===== config.mk =====
export PLATFORM = sky130hd
export DESIGN_NAME = pulpino_mailbox_apb
export DESIGN_NICKNAME = d
export VERILOG_FILES = /design/src/rtl/pulpino_mbox_pkg.sv /design/src/rtl/mbox_sync_fifo.sv /design/src/rtl/pulpino_mailbox_apb.sv
export SDC_FILE = /design/constraint.sdc
export NUM_CORES = 1
export LEC_CHECK = 0
export BUFFER_PORTS_ARGS = -buffer_cell sky130_fd_sc_hd__buf_4
export CAP_MARGIN = 20
export CORE_AREA = 2 2 139 155
export CTS_BUF_LIST = sky130_fd_sc_hd__clkbuf_8
export CTS_CLUSTER_DIAMETER = 50
export DETAILED_ROUTE_END_ITERATION = 8
export DIE_AREA = 0 0 141 157
export PLACE_DENSITY = 0.86
export SLEW_MARGIN = 5
export SYNTH_ARGS = -nofsm -noshare
export SYNTH_HDL_FRONTEND = slang
export SYNTH_SLANG_ARGS = --single-unit

===== constraint.sdc =====
create_clock -name crypto_clk -period 5.1 [get_ports crypto_clk]
set_input_delay 0.51 -clock crypto_clk [delete_from_list [all_inputs] [get_ports crypto_clk]]
set_output_delay 0.51 -clock crypto_clk [all_outputs]
set_load 0.01 [all_outputs]

===== src/rtl/pulpino_mbox_pkg.sv =====
// Shared definitions for the Pulpino-side USB mailbox: APB register word
// indices (PADDR[4:2]), STATUS bit positions and the count field layout.
package pulpino_mbox_pkg;

    // Register word index, i.e. byte offset >> 2
    typedef enum logic [2:0] {
        REG_RX_DATA   = 3'd0,
        REG_STATUS    = 3'd1,
        REG_TX_DATA   = 3'd2,
        REG_TX_FLAGS  = 3'd3,
        REG_EXT_FLAGS = 3'd4,
        REG_IRQ_EN    = 3'd5
    } reg_idx_e;

    localparam int unsigned ST_EMPTY     = 0;
    localparam int unsigned ST_FULL      = 1;
    localparam int unsigned ST_OVERFLOW  = 2;
    localparam int unsigned ST_UNDERFLOW = 3;
    localparam int unsigned ST_COUNT_LSB = 8;
    localparam int unsigned ST_COUNT_W   = 5;

    function automatic logic reg_is_mapped(input logic [2:0] idx);
        return idx <= REG_IRQ_EN;
    endfunction

endpackage


===== src/rtl/mbox_sync_fifo.sv =====
// Single-clock FIFO for received mailbox words.
// Ports:
//   clk_i, rst_i        clock, synchronous active-high reset
//   push_i, wdata_i     write request and data
//   pop_i               read request (head is dropped at the edge)
//   rdata_o             head word, 0 when empty
//   full_o, empty_o     occupancy flags
//   count_o             number of stored words, 0..pDEPTH
//   overflow_o          push refused this cycle (full, no pop)
//   underflow_o         pop refused this cycle (empty)
module mbox_sync_fifo #(
    parameter int unsigned pWIDTH = 32,
    parameter int unsigned pDEPTH = 4
) (
    input  logic                      clk_i,
    input  logic                      rst_i,
    input  logic                      push_i,
    input  logic [pWIDTH-1:0]         wdata_i,
    input  logic                      pop_i,
    output logic [pWIDTH-1:0]         rdata_o,
    output logic                      full_o,
    output logic                      empty_o,
    output logic [$clog2(pDEPTH):0]   count_o,
    output logic                      overflow_o,
    output logic                      underflow_o
);
    localparam int unsigned AW = $clog2(pDEPTH);
    localparam int unsigned CW = AW + 1;

    logic [pWIDTH-1:0] mem_q [pDEPTH];
    logic [AW-1:0]     wr_ptr_q, wr_ptr_d, rd_ptr_q, rd_ptr_d;
    logic [CW-1:0]     count_q, count_d;
    logic              do_push, do_pop;

    assign empty_o = (count_q == '0);
    assign full_o  = (count_q == CW'(pDEPTH));
    assign count_o = count_q;

    // Both decisions use the pre-edge occupancy: a pop frees a slot for a
    // simultaneous push when full, but an empty FIFO cannot pop a word that
    // is only arriving this cycle.
    assign do_pop      = pop_i & ~empty_o;
    assign do_push     = push_i & (~full_o | do_pop);
    assign overflow_o  = push_i & ~do_push;
    assign underflow_o = pop_i & empty_o;

    assign rdata_o = empty_o ? '0 : mem_q[rd_ptr_q];

    // Power-of-two depth: pointers wrap by natural overflow
    always_comb begin
        wr_ptr_d = wr_ptr_q + AW'(do_push);
        rd_ptr_d = rd_ptr_q + AW'(do_pop);
        count_d  = count_q + CW'(do_push) - CW'(do_pop);
    end

    always_ff @(posedge clk_i) begin
        if (rst_i) begin
            wr_ptr_q <= '0;
            rd_ptr_q <= '0;
            count_q  <= '0;
        end else begin
            wr_ptr_q <= wr_ptr_d;
            rd_ptr_q <= rd_ptr_d;
            count_q  <= count_d;
        end
    end

    always_ff @(posedge clk_i) begin
        if (do_push) begin
            mem_q[wr_ptr_q] <= wdata_i;
        end
    end

endmodule


===== src/rtl/pulpino_mailbox_apb.sv =====
// Pulpino-side end of the USB<->Pulpino mailbox. Words strobed in from the
// USB register block are queued in an RX FIFO and read by the core over APB;
// the core drives TX data/flags back toward the register block.
// Ports:
//   crypto_clk, reset_i           clock, synchronous active-high reset
//   usb_data_i, usb_data_valid_i  incoming word and level strobe (one push per rising edge)
//   ext_flags_i                   quasi-static flags from the USB domain
//   PADDR..PWDATA, PRDATA,
//   PREADY, PSLVERR               APB slave, zero wait states
//   pulpino_data_o, pulpino_flags_o  TX_DATA / TX_FLAGS registers
//   rx_irq_o                      registered IRQ_EN[0] & RX FIFO not empty
module pulpino_mailbox_apb
    import pulpino_mbox_pkg::*;
#(
    parameter int unsigned pFIFO_DEPTH = 4,
    parameter int unsigned pADDR_W     = 12
) (
    input  logic               crypto_clk,
    input  logic               reset_i,
    input  logic [31:0]        usb_data_i,
    input  logic               usb_data_valid_i,
    input  logic [31:0]        ext_flags_i,
    input  logic [pADDR_W-1:0] PADDR,
    input  logic               PSEL,
    input  logic               PENABLE,
    input  logic               PWRITE,
    input  logic [31:0]        PWDATA,
    output logic [31:0]        PRDATA,
    output logic               PREADY,
    output logic               PSLVERR,
    output logic [31:0]        pulpino_data_o,
    output logic [31:0]        pulpino_flags_o,
    output logic               rx_irq_o
);
    localparam int unsigned CW = $clog2(pFIFO_DEPTH) + 1;

    logic        valid_q;
    logic        ovf_q, ovf_d, udf_q, udf_d;
    logic        irq_en_q, irq_en_d, rx_irq_q, rx_irq_d;
    logic [31:0] tx_data_q, tx_data_d, tx_flags_q, tx_flags_d;
    (* ASYNC_REG = "TRUE" *) logic [31:0] ext_sync1_q;
    (* ASYNC_REG = "TRUE" *) logic [31:0] ext_sync2_q;

    logic [2:0]    idx;
    logic          apb_access, apb_rd, apb_wr, status_w1c;
    logic          fifo_push, fifo_pop, fifo_full, fifo_empty, fifo_ovf, fifo_udf;
    logic [31:0]   fifo_rdata, status;
    logic [CW-1:0] fifo_count;
    logic          unused_addr_bits;

    assign idx              = PADDR[4:2];
    assign unused_addr_bits = ^{PADDR[pADDR_W-1:5], PADDR[1:0]};
    assign apb_access       = PSEL & PENABLE;
    assign apb_rd           = apb_access & ~PWRITE;
    assign apb_wr           = apb_access & PWRITE;
    assign status_w1c       = apb_wr & (idx == REG_STATUS);

    // Rising edge of the level strobe: exactly one push per strobe
    assign fifo_push = usb_data_valid_i & ~valid_q;
    assign fifo_pop  = apb_rd & (idx == REG_RX_DATA);

    mbox_sync_fifo #(
        .pWIDTH (32),
        .pDEPTH (pFIFO_DEPTH)
    ) u_rx_fifo (
        .clk_i       (crypto_clk),
        .rst_i       (reset_i),
        .push_i      (fifo_push),
        .wdata_i     (usb_data_i),
        .pop_i       (fifo_pop),
        .rdata_o     (fifo_rdata),
        .full_o      (fifo_full),
        .empty_o     (fifo_empty),
        .count_o     (fifo_count),
        .overflow_o  (fifo_ovf),
        .underflow_o (fifo_udf)
    );

    always_comb begin
        status                                = '0;
        status[ST_EMPTY]                      = fifo_empty;
        status[ST_FULL]                       = fifo_full;
        status[ST_OVERFLOW]                   = ovf_q;
        status[ST_UNDERFLOW]                  = udf_q;
        status[ST_COUNT_LSB +: ST_COUNT_W]    = ST_COUNT_W'(fifo_count);
    end

    always_comb begin
        PRDATA = '0;
        case (idx)
            REG_RX_DATA:   PRDATA = fifo_rdata;
            REG_STATUS:    PRDATA = status;
            REG_TX_DATA:   PRDATA = tx_data_q;
            REG_TX_FLAGS:  PRDATA = tx_flags_q;
            REG_EXT_FLAGS: PRDATA = ext_sync2_q;
            REG_IRQ_EN:    PRDATA = {31'd0, irq_en_q};
            default:       PRDATA = '0;
        endcase
    end

    assign PREADY  = 1'b1;
    assign PSLVERR = apb_access & ~reg_is_mapped(idx);

    // Sticky bits: a new event in the same cycle as its W1C wins
    always_comb begin
        ovf_d      = (ovf_q & ~(status_w1c & PWDATA[ST_OVERFLOW])) | fifo_ovf;
        udf_d      = (udf_q & ~(status_w1c & PWDATA[ST_UNDERFLOW])) | fifo_udf;
        tx_data_d  = (apb_wr && idx == REG_TX_DATA)  ? PWDATA : tx_data_q;
        tx_flags_d = (apb_wr && idx == REG_TX_FLAGS) ? PWDATA : tx_flags_q;
        irq_en_d   = (apb_wr && idx == REG_IRQ_EN)   ? PWDATA[0] : irq_en_q;
        rx_irq_d   = irq_en_q & ~fifo_empty;
    end

    always_ff @(posedge crypto_clk) begin
        if (reset_i) begin
            valid_q     <= 1'b0;
            ovf_q       <= 1'b0;
            udf_q       <= 1'b0;
            irq_en_q    <= 1'b0;
            rx_irq_q    <= 1'b0;
            tx_data_q   <= '0;
            tx_flags_q  <= '0;
            ext_sync1_q <= '0;
            ext_sync2_q <= '0;
        end else begin
            valid_q     <= usb_data_valid_i;
            ovf_q       <= ovf_d;
            udf_q       <= udf_d;
            irq_en_q    <= irq_en_d;
            rx_irq_q    <= rx_irq_d;
            tx_data_q   <= tx_data_d;
            tx_flags_q  <= tx_flags_d;
            ext_sync1_q <= ext_flags_i;
            ext_sync2_q <= ext_sync1_q;
        end
    end

    assign pulpino_data_o  = tx_data_q;
    assign pulpino_flags_o = tx_flags_q;
    assign rx_irq_o        = rx_irq_q;

endmodule


==> results of run 1 <==
[final timing paths]
path | slack [ps] | to | cells past startpoint | startpoint
worst min register to register | 430 | ext_sync2_q[12]$_SDFF_PP0_ | 1 | ext_sync1_q[12]$_SDFF_PP0_
worst max-delay path | 1860 | PRDATA[23] | 4 | u_rx_fifo.rd_ptr_q[0]$_SDFF_PP0_
worst max register to register | 2700 | u_rx_fifo.count_o[2]$_SDFF_PP0_ | 9 | u_rx_fifo.count_o[2]$_SDFF_PP0_
worst min-delay path | 160 | u_rx_fifo.mem_q[0][8]$_DFFE_PP_ | 1 | usb_data_i[8]
[state kept, by name, indices dropped and copies added, names as in the netlist]
signal,cells
irq_en_q,1
u_rx_fifo.rd_ptr_q,2
valid_q,1
u_rx_fifo.wr_ptr_q,2
ext_sync1_q,32
pulpino_flags_o,32
rx_irq_o,1
udf_q,1
ext_sync2_q,32
ovf_q,1
pulpino_data_o,32
u_rx_fifo.mem_q,128
u_rx_fifo.count_o,3
[power by group]
part / total, W / internal (W) / switching (W)
clock network: 0.00183 / 0.00100 / 0.000833
logic: 0.000359 / 0.000162 / 0.000197
registers: 0.00238 / 0.00235 / 0.0000311
[critical path: cells and delay by family, from the launching register on]
family,cells,cell delay [ps]
multiplexers,1,600
buffers and inverters,2,640
flip-flops,1,570
AO/OA/AOI/OAI,1,360
[cell families after synthesis]
group | synth area share (%)
AOI/OAI and AO/OA | 7.02
xor gates and xnor gates | 0.254
adders and majority gates | 0.676
buffers and inverters | 2.97
DFF | 64.2
muxes | 13.3
other | 0.0362
and+or+nand+nor | 11.6
[per-layer routing]
metal / global-route usage [%] / part of all wire, % / up-vias / routed length [um]
li1: - / - / 3268 / -
met3: 5.87 / 8.0 / 42 / 1980
met2: 34.0 / 46 / 306 / 11400
met4: 7.76 / 2.7 / 0 / 656
met5: 0 / 0 / - / 0
met1: 30.6 / 43 / 3391 / 10700
[through the flow]
step           instance area (um2)  hold WS, ps  std cells  setup WS (ps)
4_1_cts                      12900          127       1272           1780
2_1_floorplan                10400          414        783          -27.5
6_report                     12900          157       1272           1860
3_5_place_dp                 12000          424       1194           1940
5_1_grt                      12900          136       1272           1680
3_3_place_gp                 12000          416       1194           2000
[placed cells by master (no fill, tap or decap), types with 3 or more instances in the layout]
cell type,netlist,routed
clkinv_1,0,3
a221o_1,19,19
a221o_2,7,7
nor2_1,35,35
o221ai_1,5,5
o21ai_0,33,33
a21oi_1,32,32
nand2b_1,3,3
nand3_1,38,38
nor2b_1,70,70
ha_1,4,4
mux2i_1,66,66
clkbuf_8,0,53
inv_1,4,13
mux4_2,32,32
dfxtp_1,140,139
buf_4,4,216
nand2_1,68,68
clkinv_2,0,7
edfxtp_1,128,128
a22oi_1,5,5
[final cells by class]
class | instances | share of cell area (%)
Tap cell | 256 | 2.48
Inverter | 4 | 0.116
Sequential cell | 268 | 51.4
Timing Repair Buffer | 216 | 12.5
Multi-Input combinational cell | 450 | 26.6
Clock inverter | 25 | 1.22
Clock buffer | 53 | 5.64
==> impl_metrics.json, run 1 <==
{
  "leakage_nw": 4.94,
  "synth_area_mm2": 0.0104,
  "first_pass_iters": 7,
  "cts.clk_slew.worst_paths_ps": 60,
  "finalHoldViolations": 0,
  "die_area_mm2": 0.0221,
  "routedWlPerCell_um": 19.5,
  "ir_worst_vdd_mv": 0.161,
  "yosys.area.top_type": "edfxtp_1",
  "drc_errors": 0,
  "ctsHtreeMaxLevel": 2,
  "cp_max_fo": 22,
  "crit_type": "reg2out",
  "critical_path.max_stage_delay_ps": 600,
  "clock-sinks": 268,
  "nFillCells": 1478,
  "cts_buffer_depth": 3,
  "pin_count": 213,
  "synth-edff-count": 128,
  "synth-async-reset-ratio_pct": 0,
  "slew_headroom_pct": 30.4,
  "wl_um": 24700,
  "syn_nets": 902,
  "fin_util_pct": 63.3,
  "end_kind": "output port",
  "finClkSkew_ps": 24.8,
  "start_util_pct": 50.7,
  "cts_setup_buffers": 0,
  "vias": 7007,
  "via_per_inst": 5.51,
  "antenna_found_initial": 0,
  "drt_iter0_markers": 472,
  "nNetsFinal": 1101,
  "slowest_stage": "mux4_2",
  "synth_cell_types": 48,
  "synth_top_cells_by_count": "dfxtp_1, edfxtp_1, nor2b_1",
  "grt_use_total_pct": 22.1,
  "ctsResizeCount": 0,
  "arrival_ps": 2730,
  "yosysMostFrequentCell": "dfxtp_1",
  "max_freq_mhz": 309,
  "place.gp.congestion": 0.863,
  "drv_cap": 0,
  "fp.coreArea_mm2": 0.0204,
  "grt_pass1_wl_um": 37900,
  "die_w_um": 141,
  "ys_seq_area_share_pct": 64.2,
  "clock-root-buffer": "clkbuf_8",
  "crit_required_ps": 4590,
  "drive_gt1_share_pct": 32.8,
  "cts_tree": "done",
  "rsz0062_at_grt": "false",
  "cts_hold_buf": 0,
  "ant_nets": 0,
  "synthFlopType": "dfxtp_1",
  "io_buffers": 202,
  "tightestPinTransition_ps": 1040,
  "synthDominantCellAreaShare_pct": 37.1,
  "crit_top_cell": "buf_4",
  "synth.ff_latch_count": 268,
  "startpoint_type": "register",
  "final.min_clock_period_ps": 3240,
  "cts-buffers-inserted": 42,
  "seqCellArea_mm2": 0.00665,
  "total_power_w": 0.00457,
  "die_y_um": 157,
  "grt_pass1_vias": 6885,
  "maxSlewViolCount": 0,
  "dp_hpwl_um": 16400,
  "setup_viol": 0,
  "avgSynthCellArea_um2": 13.2,
  "finalSetupTns_ps": 0,
  "clk_latency_ps": 550,
  "syn_inst": 783,
  "outcome": "finished, final reports clean",
  "synthTopCellsByArea": "edfxtp_1, dfxtp_1, mux4_2",
  "gr-total-overflow": 0,
  "num_rows": 55,
  "holdCritPathClass": "in2reg",
  "synth_warnings": 0,
  "min_period_over_period_pct": 63.5,
  "area_growth_syn_to_layout_pct": 24.8,
  "diodes": 0,
  "multiInputGateArea_mm2": 0.00344,
  "cellPowerDensity_mw_per_mm2": 354,
  "grt_max_degree": 96,
  "crit_chain": "buf_4 > mux4_2 > a221o_2 > buf_4"
}
No activity file was read; power rests on OpenSTA's default activity.
==> run 2, diff against run 1 <==
--- a/config.mk
+++ b/config.mk
@@ -5,13 +5,14 @@
 export SDC_FILE = /design/constraint.sdc
 export NUM_CORES = 1
 export LEC_CHECK = 0
+export ABC_AREA = 1
 export BUFFER_PORTS_ARGS = -buffer_cell sky130_fd_sc_hd__buf_4
 export CAP_MARGIN = 20
-export CORE_AREA = 2 2 139 155
+export CORE_AREA = 2 2 140 155
 export CTS_BUF_LIST = sky130_fd_sc_hd__clkbuf_8
 export CTS_CLUSTER_DIAMETER = 50
 export DETAILED_ROUTE_END_ITERATION = 8
-export DIE_AREA = 0 0 141 157
+export DIE_AREA = 0 0 142 157
 export PLACE_DENSITY = 0.86
 export SLEW_MARGIN = 5
 export SYNTH_ARGS = -nofsm -noshare
==> constraint.sdc (replaced) <==
create_clock -name crypto_clk -period 2.9 [get_ports crypto_clk]
set_input_delay 0.29 -clock crypto_clk [delete_from_list [all_inputs] [get_ports crypto_clk]]
set_output_delay 0.29 -clock crypto_clk [all_outputs]
set_load 0.01 [all_outputs]
==> impl_metrics.json, run 2 <==
{
  "synth.ff_latch_count": 268,
  "crit_required_ps": 2610,
  "synth-edff-count": 128,
  "cp.depth": 7,
  "cts-buffers-inserted": 42,
  "largest_register_ffs": 128,
  "whs_ps": 17.1,
  "nNetsFinal": 1553,
  "end_kind": "output port",
  "critPathTopFamily": "buffers and inverters",
  "grt_pass1_wl_um": 45300,
  "final.min_clock_period_ps": 2600,
  "highest_layer": "met4",
  "synth_area_mm2": 0.0104,
  "outcome": "finished, final reports clean",
  "cts_tree": "done",
  "tightestPinTransition_ps": 876,
  "syn_inst": 1155,
  "cp_max_fo": 28,
  "timing.final.ws_setup_ps": 297,
  "avgSynthCellArea_um2": 8.99,
  "antenna_found_initial": 3,
  "vias": 8883,
  "wl_um": 30100,
  "place.gp.congestion": 0.927,
  "holdCritPathClass": "in2reg",
  "drt_iter0_markers": 835,
  "place_ws_ps": 405,
  "yosys.area.top_type": "edfxtp_1",
  "grt_max_degree": 75,
  "finClkSkew_ps": 27.0,
  "total_power_w": 0.00791,
  "clock-root-buffer": "clkbuf_8",
  "cts_buffer_depth": 3,
  "met3WireLength_um": 2400,
  "seqCellArea_mm2": 0.00665,
  "crit_start": "u_rx_fifo.rd_ptr_q[0]$_SDFF_PP0_",
  "drt-met1-wl_um": 11200,
  "critical_path.max_stage_delay_ps": 510,
  "crit_type": "reg2out",
  "rsz0062_at_grt": "false",
  "min_period_over_period_pct": 89.8,
  "drc_errors": 0,
  "final_common_cell": "nor2_1",
  "synthTopCellsByArea": "edfxtp_1, dfxtp_1, nor2_1",
  "finalHoldViolations": 0,
  "grt_pass1_vias": 8664,
  "synth_warnings": 0,
  "fin_util_pct": 66.5,
  "cellPowerDensity_mw_per_mm2": 579,
  "synthFlopType": "dfxtp_1",
  "area_growth_syn_to_layout_pct": 31.7,
  "grt_use_total_pct": 26.6,
  "startpoint_type": "register",
  "crit_chain": "clkinv_1 > buf_4 > o21ai_0 > o21ai_0 > nand2_1 > nand2_1 > buf_4",
  "synth_top_cells_by_count": "nor2_1, nand2_1, dfxtp_1",
  "final_cell_mix": "nor2_1, buf_4, nand2_1, dfxtp_1, edfxtp_1",
  "fp.coreArea_mm2": 0.0206,
  "top_register": "u_rx_fifo.mem_q",
  "ys_seq_area_share_pct": 64.0,
  "critPathBufInv": 3,
  "num_rows": 55,
  "gr-total-overflow": 0,
  "start_util_pct": 50.5,
  "leakage_nw": 5.88,
  "r2r_start": "u_rx_fifo.count_o[1]$_SDFF_PP0_",
  "arrival_ps": 2310,
  "synthDominantCellAreaShare_pct": 37.0,
  "die_area_mm2": 0.0223,
  "wl_met2_um": 14700,
  "clk_latency_ps": 550,
  "via_per_inst": 5.17,
  "die_w_um": 142,
  "whs_path_depth": 3,
  "routedWlPerCell_um": 17.5,
  "ir_worst_vdd_mv": 0.429,
  "max_freq_mhz": 384,
  "drv_cap": 0,
  "maxSlewViolCount": 0,
  "multiInputGateArea_mm2": 0.00309,
  "yosysMostFrequentCell": "nor2_1",
  "finalSetupTns_ps": 0,
  "cts.clk_slew.worst_paths_ps": 60,
  "slowest_stage": "dfxtp_4",
  "pin_count": 213,
  "io_buffers": 202,
  "dp_hpwl_um": 19100,
  "reg2reg_depth": 10,
  "first_pass_iters": 5,
  "die_y_um": 157,
  "ant_nets": 0,
  "synth_cell_types": 26,
  "nFillCells": 1558,
  "syn_nets": 1274,
  "drive_gt1_share_pct": 20.1,
  "hold_start": "PWDATA[14]",
  "clock-sinks": 268,
  "synth-async-reset-ratio_pct": 0,
  "setup_viol": 0,
  "ctsHtreeMaxLevel": 2,
  "slew_headroom_pct": 41.2
}
-- run 2: cell count changes after synthesis, sizes merged, moves of 17 or more --
cell | before | now
clkbuf | 41 | 24
mux4 | 32 | 0
nand2 | 68 | 157
inv | 4 | 103
nor2 | 36 | 349
o21ai | 33 | 147
a221o | 26 | 0
nor2b | 70 | 0
mux2i | 66 | 0
-- run 2: through the flow --
stage	area, um2	cells
finish	13700	1719
global route	13700	1718
CTS	13700	1716
detailed placement	12200	1573
global placement	12200	1573
floorplan	10400	1155
-- run 2: report_power, final --
group | internal, W | total, W | switching [W]
clock | 0.00158 | 0.00299 | 0.00141
combinational | 0.000317 | 0.000729 | 0.000412
sequential | 0.00414 | 0.00419 | 0.0000557
total | 0.00603 | 0.00791 | 0.00188
-- run 2: metal layers --
metal / up-vias / global-route usage, %
met5: - / 0
met4: 0 / 15.4
li1: 4235 / -
met3: 103 / 5.75
met2: 412 / 45.2
met1: 4133 / 31.1
-- run 2: path summary, 6_finish.rpt --
check | endpoint | slack (ps)
max | PRDATA[10] | 300
min | pulpino_flags_o[14]$_SDFFE_PP0P_ | 20
max reg2reg | u_rx_fifo.count_o[2]$_SDFF_PP0_ | 460
min reg2reg | ext_sync2_q[4]$_SDFF_PP0_ | 390
-- run 2: cell type report --
type / count / share of cell area, %
repair buffers: 293 / 17.7
clock inverters: 19 / 0.595
well taps: 256 / 2.34
inverters: 107 / 2.96
multi-input cells: 722 / 22.6
clock buffers: 51 / 5.13
diodes: 3 / 0.0549
flip-flops and latches: 268 / 48.6
-- run 2: tightest hold or removal path: cells and delay by family --
kind	cells	cell delay, ps
compound gates	1	60
buf+inv	1	80
simple gates	1	80
-- run 2: cell families after synthesis --
logic type | Yosys count | synth area share (%)
AOI/OAI and AO/OA | 180 | 8.67
xor gates and xnor gates | 3 | 0.253
adders and majority gates | 5 | 0.675
buffers and inverters | 165 | 6.59
DFF | 268 | 64.0
other | 1 | 0.0361
and+or+nand+nor | 533 | 19.8
-- run 2: repair_timing --
| item | 4_1_cts | 5_1_grt |
|---|---|---|
| setup endpoints to repair | 0 | 5 |
| hold buffers | 73 | 0 |
| gates resized for setup | 0 | 1 |
| endpoints found under the hold margin | 170 | 0 |
| setup buffers | 0 | 0 |
==> run 3, diff against run 2 <==
--- a/config.mk
+++ b/config.mk
@@ -14,6 +14,7 @@
 export DETAILED_ROUTE_END_ITERATION = 8
 export DIE_AREA = 0 0 142 157
 export PLACE_DENSITY = 0.86
+export SKIP_LAST_GASP = 1
 export SLEW_MARGIN = 5
 export SYNTH_ARGS = -nofsm -noshare
 export SYNTH_HDL_FRONTEND = slang
==> constraint.sdc (replaced) <==
create_clock -name crypto_clk -period 2.9 [get_ports crypto_clk]
set_input_delay 0.725 -clock crypto_clk [delete_from_list [all_inputs] [get_ports crypto_clk]]
set_output_delay 0.725 -clock crypto_clk [all_outputs]
set_load 0.01 [all_outputs]
==> impl_metrics.json, run 3 (synthesis results as in run 2) <==
{
  "max_freq_mhz": 364,
  "drc_errors": 0,
  "drive_gt1_share_pct": 21.5,
  "setup_viol": 0,
  "wl_um": 27900,
  "top_register": "u_rx_fifo.mem_q",
  "gr-total-overflow": 0,
  "maxSlewViolCount": 0,
  "clock-sinks": 268,
  "min_period_over_period_pct": 94.7,
  "via_per_inst": 5.16,
  "final_cell_mix": "nor2_1, buf_4, nand2_1, dfxtp_1, edfxtp_1",
  "rsz0062_at_grt": "false",
  "die_y_um": 157,
  "ir_worst_vdd_mv": 0.409,
  "nNetsFinal": 1489,
  "grt_use_met1_pct": 29.8,
  "io_buffers": 202,
  "ctsHtreeMaxLevel": 2,
  "nFillCells": 1608,
  "arrival_ps": 2020,
  "grt_pass1_vias": 7960,
  "fp.coreArea_mm2": 0.0206,
  "cts_tree": "done",
  "outcome": "finished, final reports clean",
  "crit_required_ps": 2170,
  "dp_cells": 1581,
  "cts-buffers-inserted": 41,
  "multiInputGateArea_mm2": 0.00309,
  "pin_count": 213,
  "clk_latency_ps": 530,
  "tightestPinTransition_ps": 760,
  "finClkSkew_ps": 15.3,
  "die_w_um": 142,
  "leakage_nw": 5.67,
  "die_area_mm2": 0.0223,
  "gr-usage-met3_pct": 5.29,
  "finalHoldViolations": 0,
  "grt_pass1_wl_um": 42000,
  "r2r_setup_slack_ps": 610,
  "slew_headroom_pct": 49.3,
  "ant_nets": 0,
  "cts_buffer_depth": 3,
  "num_rows": 55,
  "drv_cap": 0,
  "routedWlPerCell_um": 16.9,
  "drt_iter0_markers": 795,
  "seqCellArea_mm2": 0.00665,
  "place.gp.congestion": 0.915,
  "final_common_cell": "nor2_1",
  "first_pass_iters": 7,
  "start_util_pct": 50.5,
  "gr-usage-met2_pct": 42.8,
  "cellPowerDensity_mw_per_mm2": 607,
  "layout.cells.non_filler": 1656,
  "cts.clk_slew.worst_paths_ps": 60,
  "whs_ps": 394,
  "cp_max_fo": 11,
  "dp_hpwl_um": 19100,
  "crit_type": "in2out",
  "busiest_layer": "met2",
  "antenna_found_initial": 1,
  "vias": 8547,
  "cts_hold_buf": 0,
  "area_growth_syn_to_layout_pct": 26.3,
  "largest_register_ffs": 128,
  "final.min_clock_period_ps": 2750,
  "grt_max_degree": 75,
  "holdCritPathClass": "in2reg",
  "startpoint_type": "input port",
  "end_kind": "output port",
  "clock-root-buffer": "clkbuf_8",
  "grt_use_total_pct": 24.7
}
-- run 3: worst paths after layout --
| path | startpoint | endpoint | cells past startpoint |
|---|---|---|---|
| worst max-delay path | PADDR[4] | PRDATA[17] | 10 |
| worst min-delay path | usb_data_i[12] | u_rx_fifo.mem_q[2][12]$_DFFE_PP_ | 1 |
| worst max register to register | u_rx_fifo.count_o[1]$_SDFF_PP0_ | u_rx_fifo.count_o[2]$_SDFF_PP0_ | 12 |
| worst min register to register | ext_sync1_q[4]$_SDFF_PP0_ | ext_sync2_q[4]$_SDFF_PP0_ | 2 |
-- run 3: power breakdown --
group	total, W	switching, W	internal [W]
sequential	0.00419	0.0000537	0.00413
combinational	0.000660	0.000388	0.000273
clock	0.00312	0.00138	0.00174
-- run 3: critical path, stage by stage --
cell and delay [ps]:
buf_4 90, inv_2 70, nand3_2 80, clkinv_2 190, buf_4 220, nand2_1 60, nand2_1 130, a21oi_1 210
nand2_1 100, buf_4 150
-- run 3: stage by stage --
stage / worst slack, ps / TNS [ps] / power [W] / area [um2] / util, %
detailed placement: 113 / 0 / 0.00492 / 12300 / 59.6
floorplan: -85.4 / -10930 / 0.00458 / 10400 / -
global route: 30.9 / 0 / 0.00826 / 13100 / 63.8
CTS: 19.9 / 0 / 0.00800 / 13100 / 63.6
global placement: 148 / 0 / 0.00490 / 12300 / 59.6
finish: 153 / 0 / 0.00797 / 13100 / 63.8
-- run 3: layout make-up --
class	count	area share [%]
flip-flops and latches	268	50.7
clock buffers	47	4.93
clock inverters	25	1.34
inverters	107	3.08
repair buffers	230	13.9
multi-input cells	722	23.6
well taps	256	2.44
diodes	1	0.0191
-- run 3: timing repair --
item                       4_1_cts  5_1_grt
setup endpoints to repair       13        9
pin swaps                        0        0
gates resized for setup          1        4
setup buffers                    0        2
-- run 3: routing by layer --
metal / share of wire (%) / vias up / wire length [um]
met5: 0 / - / 0
li1: - / 4115 / -
met3: 8.4 / 76 / 2350
met1: 38 / 3942 / 10600
met4: 4.1 / 0 / 1160
met2: 49 / 414 / 13800
